==> src/rtl/wptr_full_lvl.sv <==
// Write-domain pointer, full, fill-level and almost-full generator for an asynchronous FIFO.
// Optional sticky overflow flag is enabled by defining WPTR_OVF_EN.
module wptr_full_lvl #(
    parameter int ADDRWIDTH    = 4,
    parameter int AFULL_THRESH = (1 << ADDRWIDTH) - 4
) (
    input  logic                 wclk,
    input  logic                 wreset,
    input  logic                 winc,
    input  logic [ADDRWIDTH:0]   wq2rptr,
    output logic [ADDRWIDTH:0]   wptr,
    output logic [ADDRWIDTH-1:0] waddr,
    output logic                 wfull,
    output logic                 walmost_full,
    output logic [ADDRWIDTH:0]   wlevel,
    input  logic                 wclr_ovf,
    output logic                 woverflow
);

    localparam int PW = ADDRWIDTH + 1;
    localparam logic [PW-1:0] AFULL_LVL = PW'(AFULL_THRESH);

    logic [PW-1:0] r_bin;
    logic [PW-1:0] r_wptr;
    logic [PW-1:0] r_level;
    logic          r_full;
    logic          r_afull;

    logic          w_we;
    logic [PW-1:0] w_bnext;
    logic [PW-1:0] w_gnext;
    logic [PW-1:0] w_rbin;
    logic [PW-1:0] w_full_ptr;
    logic [PW-1:0] w_level_next;

    assign w_we    = winc & ~r_full;
    assign w_bnext = r_bin + PW'(w_we);
    assign w_gnext = w_bnext ^ (w_bnext >> 1);

    // Each binary bit is the XOR of all Gray bits at or above it.
    always_comb begin
        w_rbin = '0;
        for (int i = 0; i < PW; i++) begin
            w_rbin[i] = ^(wq2rptr >> i);
        end
    end

    // Full when the write pointer is exactly one lap ahead of the read pointer.
    assign w_full_ptr   = {~wq2rptr[PW-1:PW-2], wq2rptr[PW-3:0]};
    assign w_level_next = w_bnext - w_rbin;

    // NOTE: sequential state uses non-blocking assignments so every register
    // samples the pre-edge values of its inputs, independent of block order.
    always_ff @(posedge wclk) begin
        if (wreset) begin
            r_bin   <= '0;
            r_wptr  <= '0;
            r_level <= '0;
            r_full  <= 1'b0;
            r_afull <= 1'b0;
        end else begin
            r_bin   <= w_bnext;
            r_wptr  <= w_gnext;
            r_level <= w_level_next;
            r_full  <= (w_gnext == w_full_ptr);
            r_afull <= (w_level_next >= AFULL_LVL);
        end
    end

`ifdef WPTR_OVF_EN
    logic r_ovf;

    // A rejected write in the same cycle as a clear leaves the flag set.
    always_ff @(posedge wclk) begin
        if (wreset) begin
            r_ovf <= 1'b0;
        end else if (winc & r_full) begin
            r_ovf <= 1'b1;
        end else if (wclr_ovf) begin
            r_ovf <= 1'b0;
        end
    end

    assign woverflow = r_ovf;
`else
    logic w_unused_clr;

    assign w_unused_clr = wclr_ovf;
    assign woverflow    = 1'b0;
`endif

    assign wptr         = r_wptr;
    assign waddr        = r_bin[ADDRWIDTH-1:0];
    assign wfull        = r_full;
    assign walmost_full = r_afull;
    assign wlevel       = r_level;

endmodule

==> config.mk <==
export PLATFORM = sky130hd
export DESIGN_NAME = wptr_full_lvl
export DESIGN_NICKNAME = d
export VERILOG_FILES = /design/src/rtl/wptr_full_lvl.sv
export SDC_FILE = /design/constraint.sdc
export NUM_CORES = 1
export LEC_CHECK = 0
export CORE_MARGIN = 5
export CORE_UTILIZATION = 52
export CTS_BUF_LIST = sky130_fd_sc_hd__clkbuf_2 sky130_fd_sc_hd__clkbuf_4 sky130_fd_sc_hd__clkbuf_8
export CTS_CLUSTER_DIAMETER = 50
export DETAILED_ROUTE_END_ITERATION = 7
export HOLD_SLACK_MARGIN = 0.12
export PLACE_DENSITY_LB_ADDON = 0.1
export SKIP_CTS_REPAIR_TIMING = 1
export SKIP_LAST_GASP = 1
export SLEW_MARGIN = 20
export SYNTH_ARGS = -nofsm -noshare
export SYNTH_HDL_FRONTEND = slang
export SYNTH_SLANG_ARGS = --single-unit
==> constraint.sdc <==
create_clock -name wclk -period 5.08 [get_ports wclk]
set_input_delay 1.016 -clock wclk [delete_from_list [all_inputs] [get_ports wclk]]
set_output_delay 1.016 -clock wclk [all_outputs]
set_load 0.01 [all_outputs]
## Yosys cells after proc, flatten, opt, wreduce, memory -nomap -nowiden

Cells that the tools add are included.

| operators by class | value |
|---|---|
| add/sub/neg operators | 2 |
| $mul | 0 |
| div/mod/pow operators | 0 |
| $lt $le $gt $ge | 1 |
| eq/ne operators | 1 |
| shifts and indexed selects | 0 |
| multiplexer cells | 0 |
| bitwise logic cells | 4 |
| reduce and logical (&&, ||, !) cells | 5 |

Operators with widths:

| kind | count |
|---|---|
| 5-bit parity | 5 |
| 5-bit by 1-bit adder with 5-bit output | 1 |
| 5-bit equality test | 1 |
| 5-bit by 4-bit >= comparator with 1-bit output, second input constant | 1 |
| 5-bit subtractor | 1 |
| 5-bit by 4-bit bitwise XOR with 5-bit output | 1 |
| 2-bit inverter | 1 |
| 1-bit bitwise AND | 1 |
| 1-bit inverter | 1 |

| word-level totals | value |
|---|---|
| register bits after elaboration | 17 |
| bits in latches | 0 |
| memory bits (writable) | 0 |
| ROM bits | 0 |
| bits of input ports | 9 |
| output and inout port bits | 17 |
| logic and storage cells | 18 |
| memories kept | 0 |

## Depth between registers and ports, before layout

Gate-level depths: netlist (run 1).

| depth | value |
|---|---|
| depth after elaboration | 5 |
| mapped depth | 11 |
| depth with buffers taken out | 11 |

## Worst setup path after synthesis (run 1)

Ideal clock, no wire load.

| path | value |
|---|---|
| path type | in2reg |
| start | input winc |
| end | register r_afull (netlist: walmost_full) |
| setup time | 0.124 ns |
| arrival | 2.899 ns |
| data required time | 4.956 ns |
| slack | 2.057 ns |
| stages on the path | 11 |
| path buffers | 1 |
| cell sequence | nor2b_1 -> ha_1 -> ha_1 -> clkbuf_1 -> xor2_1 -> ha_1 -> a21oi_1 -> o21bai_1 -> a41oi_2 -> xnor2_1 -> o22ai_1 |

| between the ends | value |
|---|---|
| cells in the longest elaborated chain, start to end | 4 |

RTL lines:

| element | RTL line | RTL |
|---|---|---|
| from (decl) | 9 | `input logic winc,` |
| 1-bit bitwise AND | 36 | `assign w_we = winc & ~r_full;` |
| 5-bit by 1-bit adder with 5-bit output | 37 | `assign w_bnext = r_bin + PW'(w_we);` |
| via w_bnext[1] | 30 | `logic [PW-1:0] w_bnext;` |
| 5-bit subtractor | 50 | `assign w_level_next = w_bnext - w_rbin;` |
| 5-bit by 4-bit >= comparator with 1-bit output | 66 | `r_afull <= (w_level_next >= AFULL_LVL);` |
| to (signal assigned) | 66 |  |
| to (decl) | 27 | `logic r_afull;` |

The timed path passes the listed nets, and every way through them passes these cells.
A chain may end at the register's enable or synchronous reset.

## Final worst setup path (run 1)

| path | value |
|---|---|
| start | input wq2rptr[4] |
| end | register r_afull (netlist: walmost_full) |

| between the ends | value |
|---|---|
| cells in the longest elaborated chain, start to end | 3 |
| elaborated cells on any way between the ends | 7 |
| those cells by class | add/sub: 1; order compare: 1; reduce/logical: 5 |

RTL lines:

| element | RTL line | RTL |
|---|---|---|
| from (decl) | 10 | `input logic [ADDRWIDTH:0] wq2rptr,` |
| 5-bit parity | 44 | `w_rbin[i] = ^(wq2rptr >> i);` |
| 5-bit subtractor * | 50 |  |
| 5-bit by 4-bit >= comparator with 1-bit output * | 66 |  |

Mark *: on every way between the ends. The rest lies on a longest branch, timed or not.

==> qor.csv, run 1 <==
metric;value;unit
CTS H-tree depth;1;
most used flip-flop cell after synthesis;dfxtp_1;
met1 WL;684;um
Hold WS;0.628;ns
Crit Path Max Fanout;6;
TritonCTS buffer count;3;
register area share after synthesis;0.360;
WL met2;850;um
Congestion Overflow GR;0;
vias per inst;5.15;
pin count of the biggest net entering global routing;18;
compound-cell area share of the yosys netlist;0.104;
I/O pin count;26;
# setup viols final;0;
worst vdd rail ir drop;206;uV
Final Max Slew Viols;0;
drt first pass iters;4;
NumNets Final;127;
die width;51.4;um
post-synthesis xor/xnor area fraction;0.242;
Pwr Total;0.342;mW
total number of vias;654;
maxcap violations;0;
synth top area cells;dfxtp_1 (36%), xnor2_1 (8.8%), ha_1 (8.4%);
f_max;299;MHz
ant diodes;0;
GRT Overall Usage;0.148;
footprint of the multi-input gates;537;um^2
status;finished, final reports clean;
setup tns final;0;ns
Min-Delay Path Class;flip-flop to flip-flop;
data required time at the worst endpoint;5.22;ns
final hold viol count;0;
relative slew slack;0.577;
Post-Route WL;1630;um
CTS tree;built;
first-pass GRT wire length;2890;um
Final min period;3.34;ns
Cell Area, Placed;0.00113;mm^2
post-synthesis mux area share;0.0225;
initial antenna violation count;0;
# clock sinks;16;
Worst Max-Slew Pin Slew;0.632;ns
register area;320;um^2
CP startpoint kind;input port;
period utilization;0.658;
Worst path top cell family by delay;XOR/XNOR gates;
Worst setup EP type;flip-flop;
routed len/inst;12.8;um
Synth-to-Final Area Change;29.1;%
Buffers & Inverters on Critical Path;2;
largest family of logic cells by synthesized area;XOR/XNOR gates;
RSZ-0062 raised after global routing;false;
Leakage;0.467;nW
fraction of layout cells with a size suffix above 1;0.109;
synthesized instance count;87;
CP max stage delay;0.50;ns
Mapped Avg Cell Area;10.2;um^2
DRC viols;0;
worst clock skew;0.000961;ns
Synth Area in Simple Gates;0.146;
antenna-violating nets left;0;
Synth Register Bits;16;
Clk Latency, worst-skew pair;0.27;ns
CP max stage cell;clkdlybuf4s50_1;
critical path arrival;3.48;ns
Die H;51.4;um
Met3 Wirelength;68;um
gpl congestion;0.764;
Final HPWL DP;1320;um
number of flops mapped to enable cells by yosys;0;
share of the synthesized area in the top cell type;0.360;
Final Cell Area;0.00115;mm^2
DR iter-0 viols;7;
IO buf count;23;
worst path cell trace;clkdlybuf4s50_1, xnor2_2, xnor2_2, xnor2_1, ha_1, inv_1, ha_1, a21oi_1, o21bai_1, a41oi_2, xnor2_1, o22ai_1;
core region area;0.00167;mm^2
FP Rows;15;
Cell Area, Synth;891;um^2
Synth cell types;28;
Async SR Flop Fraction;0;
fillers;133;
placed insts;124;
Synth Area in Adders;0.0843;
syn nets;102;
starting density of the core;0.533;
final std cells w/o fill;127;
Syn. warnings;0;
vias in the first global route;661;
cell taking the most area after synthesis;dfxtp_1;
Crit Path Category;input port to flip-flop;
clock transition at the registers of the reported paths;0.08;ns
clock root buffer;clkbuf_4;
max layer used;met4;
Bufs on Longest Clock Path;2;
PD cells;298;mW/mm^2
die area;0.00264;mm^2
state kept, by name, summed over array words and instances (netlist names):
register and count:
r_bin 5, walmost_full 1, wlevel 5, wptr 4, wfull 1
power by group:
part           internal, mW  leakage (nW)  switching [mW]
sequential            0.142         0.131         0.00509
combinational        0.0687         0.321          0.0638
clock                0.0274        0.0138          0.0353
layer usage:
| metal | vias up | global-route usage |
|---|---|---|
| li1 | 333 | - |
| met1 | 306 | 0.170 |
| met2 | 13 | 0.256 |
| met3 | 2 | 0.0292 |
| met4 | 0 | 0.0786 |
| met5 | - | 0 |
through the flow:
step / utilization / setup slack [ns]
after floorplan: - / 2.06
after global placement: 0.675 / 1.49
after detailed placement: 0.675 / 1.41
after CTS: 0.688 / 1.71
after global routing: 0.688 / 1.52
final: 0.688 / 1.74
final timing paths:
kind | start | to | slack [ns] | cells past startpoint
setup / recovery | wq2rptr[4] | walmost_full$_SDFF_PP0_ | 1.74 | 12
hold / removal | r_bin[4]$_SDFF_PP0_ | r_bin[4]$_SDFF_PP0_ | 0.63 | 2
setup reg to reg | wfull$_SDFF_PP0_ | walmost_full$_SDFF_PP0_ | 2.64 | 10
hold reg to reg | r_bin[4]$_SDFF_PP0_ | r_bin[4]$_SDFF_PP0_ | 0.63 | 2
final cells by class:
class                   instances  area share
flip-flops and latches         16       0.279
repair buffers                 23       0.200
multi-input cells              63       0.467
well taps                      17      0.0185
inverters                       5      0.0163
clock buffers                   3      0.0196
cells in the mapped netlist, types with 3 or more instances:
master and n:
inv_1 5, dfxtp_1 16, nor2_1 12, xor2_1 5
ha_1 6, xnor2_1 9, nor2b_1 5, a21oi_1 3
tightest hold or removal path: cells and delay by family (launching register included):
kind                      cells  cell delay (ns)
and+or+nand+nor               1             0.09
DFF                           1             0.35
xor gates and xnor gates      1             0.16
placed cells by master, fill, tap and decap left out, types with 2 or more instances in the layout:
cell type / synthesis / final
xnor2_2: 2 / 2
clkbuf_4: 0 / 3
inv_1: 5 / 5
xor2_1: 5 / 5
mux2i_1: 2 / 2
ha_1: 6 / 6
nor2b_1: 5 / 5
clkdlybuf4s50_1: 0 / 23
nand3_1: 2 / 2
a21oi_1: 3 / 3
a2111oi_2: 2 / 2
xor2_2: 2 / 2
nor2_1: 12 / 12
dfxtp_1: 16 / 16
xnor2_1: 9 / 9
kinds of logic (layout without fill, tap and decap cells):
logic type                 after synthesis  count (layout)
adders and majority gates                6               6
xor gates and xnor gates                19              19
DFF                                     16              16
AOI/OAI and AO/OA                       10              10
other                                    1               1
muxes                                    2               2
buffers and inverters                    8              31
and+or+nand+nor                         25              25
No activity file was read; power rests on OpenSTA's default activity.
==> inputs of run 2 (changes only) <==
Settings changed: CORE_ASPECT_RATIO set to 0.7, CORE_UTILIZATION 52 to 43.
Clock period 5.08 ns to 2.75 ns, I/O delays scaled along.
==> run 2 against run 1 <==
Against the previous run:
- power is 110% higher
- wire length is 22% higher
- non-clock buffer count increased by 15
- critical endpoint unchanged
==> qor.csv, run 2 (synthesized netlist as in run 1, its figures left out) <==
metric;value;unit
status;finished, final reports clean;
CTS tree;built;
most frequent cells in the layout;clkdlybuf4s50_1 (23), dfxtp_1 (16), buf_4 (15), nor2_1 (12), xnor2_1 (8);
Crit Path Category;input port to flip-flop;
Leakage;0.549;nW
die area;0.00310;mm^2
initial antenna violation count;0;
Min-Delay Path Class;flip-flop to flip-flop;
vias in the first global route;706;
final hold viol count;0;
# setup viols final;0;
Worst setup EP type;flip-flop;
f_max;376;MHz
PD cells;551;mW/mm^2
placed insts;144;
pin count of the biggest net entering global routing;18;
period utilization;0.966;
routed len/inst;13.4;um
Bufs on Longest Clock Path;2;
DRC viols;0;
Synth-to-Final Area Change;45.8;%
starting density of the core;0.464;
CP startpoint kind;input port;
drt first pass iters;4;
data required time at the worst endpoint;2.91;ns
GRT Overall Usage;0.136;
ant diodes;0;
Congestion Overflow GR;0;
CTS H-tree depth;1;
clock transition at the registers of the reported paths;0.10;ns
NumNets Final;142;
worst clock skew;0.00648;ns
# clock sinks;16;
vias per inst;4.98;
Worst Max-Slew Pin Slew;0.643;ns
gpl congestion;0.768;
total number of vias;737;
first-pass GRT wire length;3060;um
critical path arrival;2.82;ns
I/O pin count;26;
fraction of layout cells with a size suffix above 1;0.254;
Post-Route WL;1980;um
TritonCTS buffer count;3;
FP Rows;13;
setup tns final;0;ns
relative slew slack;0.570;
M1 GR Usage;0.151;
clock root buffer;clkbuf_4;
IO buf count;23;
die width;64.4;um
GRT met3 Usage;0.0446;
core region area;0.00192;mm^2
commonest non-fill, non-tap cell in the layout;clkdlybuf4s50_1;
busiest layer in global routing;met2;
Final Max Slew Viols;0;
worst vdd rail ir drop;359;uV
Hold WS;0.668;ns
global-route met2 utilization;0.244;
DR iter-0 viols;10;
Final HPWL DP;1520;um
Crit Path Max Fanout;5;
final std cells w/o fill;148;
maxcap violations;0;
Clk Latency, worst-skew pair;0.29;ns
Final min period;2.66;ns
Die H;48.1;um
antenna-violating nets left;0;
[run 2: cell types whose count changed in the layout (fill, tap and decap cells not counted), sizes merged]
| cell | previous run | this run |
|---|---|---|
| buf | 0 | 15 |
| clkbuf | 3 | 4 |
[run 2: final timing paths]
path                                           from                       to  slack (ns)  cells after the start
worst min register to register  r_bin[0]$_SDFF_PP0_      r_bin[0]$_SDFF_PP0_        0.67                      3
worst max register to register     wfull$_SDFF_PP0_  walmost_full$_SDFF_PP0_        0.50                     10
worst max-delay path                           winc  walmost_full$_SDFF_PP0_        0.09                     11
worst min-delay path            r_bin[0]$_SDFF_PP0_      r_bin[0]$_SDFF_PP0_        0.67                      3
[run 2: critical path, cell delays in order]
cell and delay [ns]:
clkdlybuf4s50_1 0.39, nor2b_1 0.13, ha_1 0.20, ha_2 0.22, xor2_4 0.19, ha_1 0.37
a21oi_1 0.18, o21bai_1 0.11, a41oi_2 0.21, xnor2_2 0.15, o22ai_1 0.10
[run 2: where the power goes]
group | switching [mW] | internal [mW]
clock network | 0.0742 | 0.0807
logic | 0.135 | 0.155
registers | 0.00812 | 0.262
[run 2: per-layer routing]
layer  wire (um)  share of wire  vias to the layer above
met2         952           0.48                       26
li1            -              -                      364
met1         857           0.43                      340
met3         135          0.068                        7
met5           0              0                        -
met4          36          0.018                        0
[run 2: final cells by class]
type	count	area [um^2]
Sequential cell	16	320
Fill cell	163	621
Timing Repair Buffer	38	343
Multi-Input combinational cell	63	553
Tap cell	22	27.5
Inverter	5	18.8
Clock buffer	4	36.3
[run 2: metrics by stage]
| stage | utilization | setup WS, ns | power (mW) | cell area, um^2 |
|---|---|---|---|---|
| after detailed placement | 0.649 | -0.221 | 0.554 | 1250 |
| after global placement | 0.649 | -0.174 | 0.546 | 1250 |
| after floorplan | - | 0.193 | 0.427 | 891 |
| after CTS | 0.668 | 0.0783 | 0.710 | 1280 |
| final | 0.677 | 0.0929 | 0.715 | 1300 |
| after global routing | 0.677 | -0.0472 | 0.758 | 1300 |
